$ cat src/rtl/elevator_pkg.sv
// Shared constants and width helpers for the elevator front end.
// Imported by the button conditioner and its debounce cells.
package elevator_pkg;

    localparam int FLOORS       = 8;
    localparam int TICK_DIV     = 4;
    localparam int STABLE_TICKS = 3;

    // Counter width for values 0..n-1, never narrower than one bit.
    function automatic int width_of(input int n);
        return (n > 1) ? $clog2(n) : 1;
    endfunction

    localparam int DIV_W = width_of(TICK_DIV);
    localparam int CNT_W = width_of(STABLE_TICKS);

endpackage

$ cat src/rtl/debounce_cell.sv
// One push-button line: two-flop synchroniser, tick-sampled debouncer
// and a registered one-cycle pulse on each accepted rising level.
import elevator_pkg::*;

module debounce_cell #(
    parameter int STABLE_TICKS = elevator_pkg::STABLE_TICKS
) (
    input  logic clk,
    input  logic reset,
    input  logic tick,
    input  logic raw,
    output logic pulse
);

    localparam int CW = width_of(STABLE_TICKS);
    localparam logic [CW-1:0] CNT_MAX = CW'(STABLE_TICKS - 1);

    logic          r_s1;
    logic          r_s2;
    logic          r_stable;
    logic [CW-1:0] r_cnt;
    logic          r_pulse;

    logic w_differ;
    logic w_done;

    assign w_differ = (r_s2 != r_stable);
    assign w_done   = (r_cnt == CNT_MAX);

    always_ff @(posedge clk) begin
        if (reset) begin
            r_s1     <= 1'b0;
            r_s2     <= 1'b0;
            r_stable <= 1'b0;
            r_cnt    <= '0;
            r_pulse  <= 1'b0;
        end else begin
            r_s1    <= raw;
            r_s2    <= r_s1;
            r_pulse <= 1'b0;
            // A single matching tick discards any partial run.
            if (tick) begin
                if (!w_differ) begin
                    r_cnt <= '0;
                end else if (w_done) begin
                    r_stable <= r_s2;
                    r_cnt    <= '0;
                    r_pulse  <= r_s2;
                end else begin
                    r_cnt <= r_cnt + 1'b1;
                end
            end
        end
    end

    assign pulse = r_pulse;

endmodule

$ cat src/rtl/call_button_conditioner.sv
// Front end for the elevator controller: turns 3*FLOORS raw buttons
// into one-cycle request pulses; impossible hall calls are never built.
import elevator_pkg::*;

module call_button_conditioner #(
    parameter int FLOORS       = elevator_pkg::FLOORS,
    parameter int TICK_DIV     = elevator_pkg::TICK_DIV,
    parameter int STABLE_TICKS = elevator_pkg::STABLE_TICKS
) (
    input  logic              clk,
    input  logic              reset,
    input  logic [FLOORS-1:0] btn_eb,
    input  logic [FLOORS-1:0] btn_up,
    input  logic [FLOORS-1:0] btn_down,
    output logic [FLOORS-1:0] req_eb,
    output logic [FLOORS-1:0] req_up,
    output logic [FLOORS-1:0] req_down,
    output logic              any_req
);

    localparam int DW = width_of(TICK_DIV);
    localparam logic [DW-1:0] DIV_MAX = DW'(TICK_DIV - 1);

    logic [DW-1:0]     r_div;
    logic              w_tick;
    logic [FLOORS-1:0] w_eb;
    logic [FLOORS-1:0] w_up;
    logic [FLOORS-1:0] w_down;
    logic              w_unused;

    assign w_tick = (r_div == DIV_MAX);

    always_ff @(posedge clk) begin
        if (reset) begin
            r_div <= '0;
        end else if (w_tick) begin
            r_div <= '0;
        end else begin
            r_div <= r_div + 1'b1;
        end
    end

    for (genvar i = 0; i < FLOORS; i++) begin : g_eb
        debounce_cell #(
            .STABLE_TICKS(STABLE_TICKS)
        ) u_cell (
            .clk  (clk),
            .reset(reset),
            .tick (w_tick),
            .raw  (btn_eb[i]),
            .pulse(w_eb[i])
        );
    end

    // No up call from the top floor, no down call from the bottom.
    for (genvar i = 0; i < FLOORS - 1; i++) begin : g_up
        debounce_cell #(
            .STABLE_TICKS(STABLE_TICKS)
        ) u_cell (
            .clk  (clk),
            .reset(reset),
            .tick (w_tick),
            .raw  (btn_up[i]),
            .pulse(w_up[i])
        );
    end

    for (genvar i = 1; i < FLOORS; i++) begin : g_down
        debounce_cell #(
            .STABLE_TICKS(STABLE_TICKS)
        ) u_cell (
            .clk  (clk),
            .reset(reset),
            .tick (w_tick),
            .raw  (btn_down[i]),
            .pulse(w_down[i])
        );
    end

    assign w_up[FLOORS-1] = 1'b0;
    assign w_down[0]      = 1'b0;
    assign w_unused       = btn_up[FLOORS-1] ^ btn_down[0];

    assign req_eb   = w_eb;
    assign req_up   = w_up;
    assign req_down = w_down;
    assign any_req  = |{w_eb, w_up, w_down};

endmodule

$ cat config.mk
export PLATFORM = sky130hd
export DESIGN_NAME = call_button_conditioner
export DESIGN_NICKNAME = d
export VERILOG_FILES = /design/src/rtl/elevator_pkg.sv /design/src/rtl/debounce_cell.sv /design/src/rtl/call_button_conditioner.sv
export SDC_FILE = /design/constraint.sdc
export NUM_CORES = 1
export LEC_CHECK = 0
export BUFFER_PORTS_ARGS = -buffer_cell sky130_fd_sc_hd__buf_2
export CORE_MARGIN = 5
export CORE_UTILIZATION = 63
export DETAILED_ROUTE_END_ITERATION = 12
export HOLD_SLACK_MARGIN = 0.02
export PLACE_DENSITY = 0.95
export SETUP_SLACK_MARGIN = 0.02
export SLEW_MARGIN = 20
export SYNTH_ARGS = -nofsm -noshare
export SYNTH_HDL_FRONTEND = slang
export SYNTH_SLANG_ARGS = --single-unit
$ cat constraint.sdc
create_clock -name clk -period 2.9 [get_ports clk]
set_input_delay 0.58 -clock clk [delete_from_list [all_inputs] [get_ports clk]]
set_output_delay 0.58 -clock clk [all_outputs]
set_load 0.01 [all_outputs]
==> results by group, run 1 <==
Die
  • Die Y: 101.3 µm
  • Starting Density: 64.25%
  • Io pins: between 50 and 60
  • Die X: about 100 µm
  • Core area: 8175 µm²
  • Floorplan row count: 33
  • Die Area: slightly above 10,000 µm²

STA
  • Setup violators final: 0
  • Final period util: about nine tenths
  • Hold Fails Final Rpt: 0
  • Relative slew slack: between 40% and 50%
  • Max Fclk: 382.0 MHz
  • Final hold slack: around 0.27 ns
  • RSZ-0062 raised after global routing: false
  • Worst-margin pin slew: between 0.8 and 0.9 ns
  • Final slew viol count: 0
  • Clock skew: about 0.0073 ns
  • Tmin final: around 2.6 ns
  • Setup_tns: 0 ns

Synth
  • Sequential share of the synthesized area: around 50%
  • Synth area leaders: dfxtp_1 (51%), nor2b_1 (7.9%), nor2_1 (4.6%)
  • Post-Syn Area: 5253 µm²
  • Synth Area in Adders: less than 1%
  • Synth Area per Inst: 9.986 µm²
  • Post-synthesis xor/xnor area fraction: ~3.7%
  • Cell variety after synth: 26
  • Yosys top cell area share: roughly half
  • Synth Area in Compound Gates: under 10%
  • Synthesis Warnings: 0
  • Synth Area in Simple Gates: a little under a third
  • Mux contribution to synthesized area: around 4.2%
  • Leading area contributor after synthesis: dfxtp_1
  • Yosys reg bits: between 100 and 150
  • Post-Syn Instances: about 530
  • Main combinational cell family by area after synthesis: simple AND/OR/NAND/NOR gates

Worst setup path
  • Reg2Reg Capture Point: g_eb[1].u_cell.pulse
  • CP arrival: ~2.0 ns
  • CP Class: flop to output pin
  • Critical Path RT: about 2.3 ns
  • Startpoint class of the critical path: flop
  • Worst Setup End Kind: output pin
  • Cells on worst reg2reg path: 3
  • Crit Reg-Reg Startpoint: r_div[0]
  • Internal reg-to-reg setup slack: between 0.9 and 1 ns
  • Crit Path Max Fanout: 2

Global routing
  • Grt total ovfl: 0
  • Number of global-route vias before repair: around 3,700
  • First-pass GRT wire length: 16,530 µm
  • Largest net degree at the start of global routing: 63
  • Initial antenna violation count: 0
  • Global Route Usage Sum: 20.34%

Finish
  • Post-layout util: between 70% and 80%
  • Non-filler cells, final: approximately 670
  • # diodes: 0
  • Fill count: ~520
  • Final Cell Area: between 5000 and 6000 µm²
  • Nets@finish: 574
  • Most frequent cells in the layout: dfxtp_1 (134), nor2b_1 (66), nor2_1 (64)
  • Area growth syn-to-layout: 13.94%
  • Share of cells above drive strength 1: 14.64%
  • Most common cell after layout, fill and taps aside: dfxtp_1

CTS
  • Worst-skew pair later-pin latency: 0.52 ns
  • Max Root-Sink Buffers: 2
  • Clock Pin Slew Worst Setup and Hold Paths: 0.06 ns
  • CTS Root Buffer Type: clkbuf_8
  • Clock sinks: roughly 130
  • Hold-fix buffers at CTS: 0
  • Htree depth: 4
  • TritonCTS clock tree: yes
  • Post-CTS setup buffer count: 0
  • Number of CTS-inserted buffers: 17
  • Post_cts resized: 0

Routing
  • WL met3: around 440 µm
  • Routed len/inst: between 10 and 15 µm
  • Detailed-route via count: ~3,700
  • First-pass detailed-route iteration total: 4
  • Final ANT Viol Nets: 0
  • DR WL met2: between 4000 and 5000 µm
  • Drt total wl: between 9000 and 10,000 µm
  • Detailed-route DRC error count: 0
  • Max Used Layer: met4
  • Post-DR vias/cell: about 5.5
  • Iter 0 DRT Violations: ~140
  • Met1 WL: ~4000 µm

Place
  • DP Area: about 5400 µm²
  • Placed cell count: roughly 630
  • DP HPWL: between 6000 and 7000 µm
  • Routability cong.: 0.7505
  • I/O Buffers: 46

Hold path
  • Hold path depth: 2
  • Hold EP: g_down[3].u_cell.r_s1
  • Hold Path Class: input pin to flop
  • Hold Startpoint: btn_down[3]

Power and ir drop
  • Worst vdd ir: around 0.44 mV
  • Leak: around 2.5 nW
  • PwrDens: 696.1 nW/µm²

Outcome
  • Status: finished clean

Run
  • Max Cap Viol: 0
worst max-delay path, stage by stage (launching register included):
cell,delay (ns)
dfxtp_1,0.31
or4_1,0.58
or4_1,0.48
buf_2,0.15
where the power goes:
part	switching, W	internal (W)	total (W)
clock	0.000766	0.00136	0.00212
combinational	0.0000793	0.0000658	0.000145
sequential	0.0000203	0.00188	0.00190
total	0.000866	0.00330	0.00417
state kept, by name, indices dropped and copies added (netlist names), 8 cells and up:
| register | flops |
|---|---|
| g_eb.u_cell.r_cnt | 16 |
| g_down.u_cell.r_cnt | 14 |
| g_up.u_cell.r_cnt | 14 |
| g_eb.u_cell.pulse | 8 |
| g_eb.u_cell.r_s1 | 8 |
| g_eb.u_cell.r_s2 | 8 |
| g_eb.u_cell.r_stable | 8 |
through the flow:
stage / worst slack, ns / power [W]
after floorplan: 1.017 / 0.002043
after CTS: 0.2621 / 0.004195
after detailed placement: 0.8212 / 0.002082
after global routing: 0.2227 / 0.004300
final: 0.2825 / 0.004166
after global placement: 0.8378 / 0.002072
cells by family (layout without fill, tap and decap cells):
logic type | after synthesis | after routing
xor+xnor | 22 | 22
flops | 134 | 134
simple gates | 251 | 251
other cells | 1 | 2
compound gates | 44 | 44
mux | 22 | 22
fa+ha+maj | 1 | 1
buf+inv | 51 | 84
worst max-delay path by stage:
stage,startpoint,endpoint,slack (ns),depth (start not counted)
floorplan,g_eb[4].u_cell.pulse,any_req,1.02,2
global placement,g_eb[4].u_cell.pulse,any_req,0.84,3
detailed placement,g_eb[4].u_cell.pulse,any_req,0.82,3
CTS,g_eb[4].u_cell.pulse,any_req,0.26,3
global route,g_eb[4].u_cell.pulse,any_req,0.22,3
finish,g_eb[4].u_cell.pulse,any_req,0.28,3
metal layers:
metal / vias up / global-route usage (%)
met5: - / 0
met4: 0 / 9.714
met3: 25 / 5.923
met2: 84 / 35.87
met1: 1757 / 22.39
li1: 1807 / -
synth_stat cells:
master	number
dfxtp_1	134
nor2b_1	66
nor2_1	64
a21oi_1	43
buf_4	24
nand2b_1	24
nand3b_1	23
mux2i_1	22
nor3b_1	22
nand4b_1	21
xor2_1	21
or4bb_1	20
clkbuf_1	17
buf_2	7
nor4_1	5
buf_1	2
or4_1	2
conb_1	1
ha_1	1
inv_1	1
nand4_1	1
nand4bb_1	1
nor3_1	1
o22ai_1	1
or4b_1	1
xnor2_1	1
area by class of cell:
cell class	instances	area (µm²)	share of cell area, %
Sequential cell	134	2683	44.83
Multi-Input combinational cell	342	2286	38.20
Clock buffer	21	449.2	7.506
Timing Repair Buffer	51	282.8	4.725
Clock inverter	11	148.9	2.488
Tap cell	105	131.4	2.195
Inverter	1	3.754	0.06272
Power figures use the tool's default switching activity.
==> inputs of run 2 (changes only) <==
--- a/config.mk
+++ b/config.mk
@@ -7,10 +7,10 @@
 export LEC_CHECK = 0
 export BUFFER_PORTS_ARGS = -buffer_cell sky130_fd_sc_hd__buf_2
 export CORE_MARGIN = 5
-export CORE_UTILIZATION = 63
+export CORE_UTILIZATION = 53
 export DETAILED_ROUTE_END_ITERATION = 12
 export HOLD_SLACK_MARGIN = 0.02
-export PLACE_DENSITY = 0.95
+export PLACE_DENSITY = 0.86
 export SETUP_SLACK_MARGIN = 0.02
 export SLEW_MARGIN = 20
 export SYNTH_ARGS = -nofsm -noshare
==> constraint.sdc (replaced) <==
create_clock -name clk -period 2.3 [get_ports clk]
set_input_delay 0.46 -clock clk [delete_from_list [all_inputs] [get_ports clk]]
set_output_delay 0.46 -clock clk [all_outputs]
set_load 0.01 [all_outputs]
==> run 2 against run 1 <==
The flow now finishes with violations (negative setup slack). Sequential cell count stayed put. Global-route usage is 3.3 points lower. Combinational power is 27% higher. Die area is 17% higher. Sequential power is 26% higher. Cell area is 0.82% higher. Register-to-register slack worse by 0.37 ns. Sequential share of layout area is 0.34 points lower. Utilization is 11 points lower. Clock power is 21% higher. Critical endpoint unchanged.
==> results by group, run 2 (synthesis gave the netlist of run 1 again) <==
Outcome
  • Status: finished, violations left (was finished clean)
  • Failing checks: negative setup slack

Power and ir drop
  • Total power: 0.005143 W (was 0.004166 W)
  • Sw power: 0.001143 W (was 0.0008660 W)
  • Worst vdd ir: 0.5154 mV (was 0.4418 mV)
  • PwrDens: 852.4 nW/µm² (was 696.1 nW/µm²)
  • Combinational share of power: 3.6% (was 3.5%)
  • Leak: 2.517 nW (was 2.508 nW)
  • Switching Fraction: 22.23% (was 20.79%)
  • Internal: 0.003999 W (was 0.003300 W)
  • Clock share of power: 49.9% (was 51.0%)
  • Seq pwr share: 46.5% (was 45.6%)

Worst setup path
  • Crit-path cells: nor4_4, buf_4, nand4_1, or4_1, buf_2 (was or4_1, or4_1, buf_2)
  • Slowest library cell on the worst path: or4_1 (unchanged)
  • Startpoint class of the critical path: flop (unchanged)
  • Top delay family on crit path: simple AND/OR/NAND/NOR gates (unchanged)
  • Critical Path RT: 1.84 ns (was 2.32 ns)
  • Crit Path Max Fanout: 2 (unchanged)
  • Cells on worst reg2reg path: 5 (was 3)
  • Worst Setup End Kind: output pin (unchanged)
  • Worst path max stage delay: 0.41 ns (was 0.58 ns)
  • Critical path depth: 5 (was 3)
  • CP Class: flop to output pin (unchanged)
  • Buffers and inverters on the worst path: 2 (was 1)
  • CP arrival: 1.95 ns (was 2.04 ns)

CTS
  • Number of CTS-inserted buffers: 17 (unchanged)
  • Hold-fix buffers at CTS: 0 (unchanged)
  • Htree depth: 4 (unchanged)
  • Clock Pin Slew Worst Setup and Hold Paths: 0.06 ns (about the same)
  • Max Root-Sink Buffers: 2 (unchanged)
  • TritonCTS clock tree: yes (unchanged)
  • Worst-skew pair later-pin latency: 0.52 ns (about the same)
  • Clock sinks: 134 (unchanged)
  • CTS Root Buffer Type: clkbuf_8 (unchanged)

STA
  • Relative slew slack: 59.97% (was 40.30%)
  • RSZ-0062 raised after global routing: true (was false)
  • Final slew viol count: 0 (unchanged)
  • Setup violators final: 1 (was 0)
  • Max Fclk: ~410 MHz
  • Worst-margin pin slew: 0.6004 ns (was 0.8955 ns)
  • Hold Fails Final Rpt: 0 (unchanged)
  • Tmin final: approximately 2.4 ns
  • Clock skew: 0.009987 ns (was 0.007298 ns)
  • Final hold slack: 0.1511 ns (was 0.2654 ns)
  • Final setup margin: -0.1097 ns (was 0.2825 ns)
  • Final period util: 104.8%

Place
  • Routability cong.: 0.7052 (was 0.7505)
  • Placed cell count: 664 (was 633)
  • I/O Buffers: 46 (unchanged)
  • DP Area: 5431 µm² (was 5386 µm²)
  • DP HPWL: 6153 µm (was 6314 µm)

Global routing
  • Grt total ovfl: 0 (unchanged)
  • Largest net degree at the start of global routing: 64 (was 63)
  • First-pass GRT wire length: 16,010 µm (was 16,530 µm)
  • Number of global-route vias before repair: 3,467 (was 3,665)
  • Initial antenna violation count: 0 (unchanged)
  • Global Route Usage Sum: 17.08% (was 20.34%)

Hold path
  • Hold Path Class: input pin to flop (unchanged)
  • Hold path depth: 2 (unchanged)

Finish
  • Max reg flops: 16 (unchanged)
  • Most common cell after layout, fill and taps aside: dfxtp_1 (unchanged)
  • # diodes: 0 (unchanged)
  • Biggest register: g_eb.u_cell.r_cnt (unchanged)
  • Most frequent cells in the layout: dfxtp_1 (133), nor2b_1 (66), nor2_1 (64) (was dfxtp_1 (134), nor2b_1 (66), nor2_1 (64))
  • Non-filler cells, final: 696 (was 665)
  • Regs by FF count: g_eb.u_cell.r_cnt (16), g_down.u_cell.r_cnt (14), g_up.u_cell.r_cnt (14) (unchanged)
  • Nets@finish: 577 (was 574)
  • Final Cell Area: 6033 µm² (was 5984 µm²)
  • Share of cells above drive strength 1: 15.81% (was 14.64%)
  • Area growth syn-to-layout: 14.86% (was 13.94%)

Routing
  • Iter 0 DRT Violations: 235 (was 143)
  • Detailed-route via count: 3,581 (was 3,673)
  • Detailed-route DRC error count: 0 (unchanged)
  • Post-DR vias/cell: 5.145 (was 5.523)
  • First-pass detailed-route iteration total: 4 (unchanged)
  • Routed len/inst: 14.04 µm (was 14.66 µm)
  • Drt total wl: 9770 µm (was 9746 µm)
  • Final ANT Viol Nets: 0 (unchanged)

Die
  • Io pins: 51 (unchanged)
  • Die X: 109.6 µm (was 101.3 µm)
  • Core area: 9729 µm² (was 8175 µm²)
  • Starting Density: 53.99% (was 64.25%)
  • Die Y: 109.6 µm (was 101.3 µm)
  • Floorplan row count: 36 (was 33)
  • Die Area: 12,000 µm² (was 10,260 µm²)

Run
  • Max Cap Viol: 0 (unchanged)
==> run 2: changes by cell type in the layout (fill, tap and decap cells not counted), moves of 2 or more <==
cell / delta
clkbuf_8: -2
nor4_1: -2
buf_4: +4
nor4_4: +2
inv_6: +2
==> run 2: repair_timing <==
item / in CTS / in global routing
endpoints found under the setup margin: 1 / 1
pin swaps: 0 / 0
gates resized for setup: 4 / 1
buffers inserted: 0 / 0
==> run 2: worst reg2reg max path: stages, from the launching register on <==
cell and delay, ns:
dfxtp_1 0.33, ha_2 0.49, buf_4 0.38, nand3b_1 0.15
mux2i_1 0.21, nor2_1 0.07
==> run 2: cell type report <==
cell class              count  area, µm²
clock inverters            14      152.6
clock buffers              18      417.9
well taps                 133      166.4
flip-flops and latches    134       2684
repair buffers             54      292.8
inverters                   1      3.754
fillers                   797       3696
multi-input cells         342       2316
==> run 2: metrics by stage <==
stage	utilization [%]	setup TNS (ns)	setup slack [ns]
finish	62.01	-0.1097	-0.1097
global route	62.01	-0.1892	-0.1892
CTS	61.92	-0.1225	-0.1225
detailed placement	55.83	0	0.3674
global placement	55.83	0	0.4016
floorplan	-	0	0.5372
==> run 2: worst paths after layout <==
path	slack, ns	end	start
worst max register to register	0.54	g_eb[0].u_cell.r_stable	r_div[0]
worst min register to register	0.43	r_div[0]	r_div[0]
worst min-delay path	0.15	g_up[6].u_cell.r_s1	btn_up[6]
worst max-delay path	-0.11	any_req	g_eb[0].u_cell.pulse
==> run 2: per-layer routing <==
metal	vias to the layer above	share of wire [%]	GRT usage, %
met5	-	0	0
met2	61	51	29.69
met1	1696	44	19.50
li1	1815	-	-
met3	9	4.8	5.872
met4	0	1.1	5.877
==> run 2: power groups by stage <==
stage	Combinational [W]	Clock [W]	Sequential, W
6_report	0.000184	0.00257	0.00239
5_1_grt	0.000206	0.00271	0.00240
4_1_cts	0.000186	0.00261	0.00239
3_5_place_dp	0.000184	0	0.00244
3_3_place_gp	0.000175	0	0.00244
2_1_floorplan	0.000141	0	0.00243
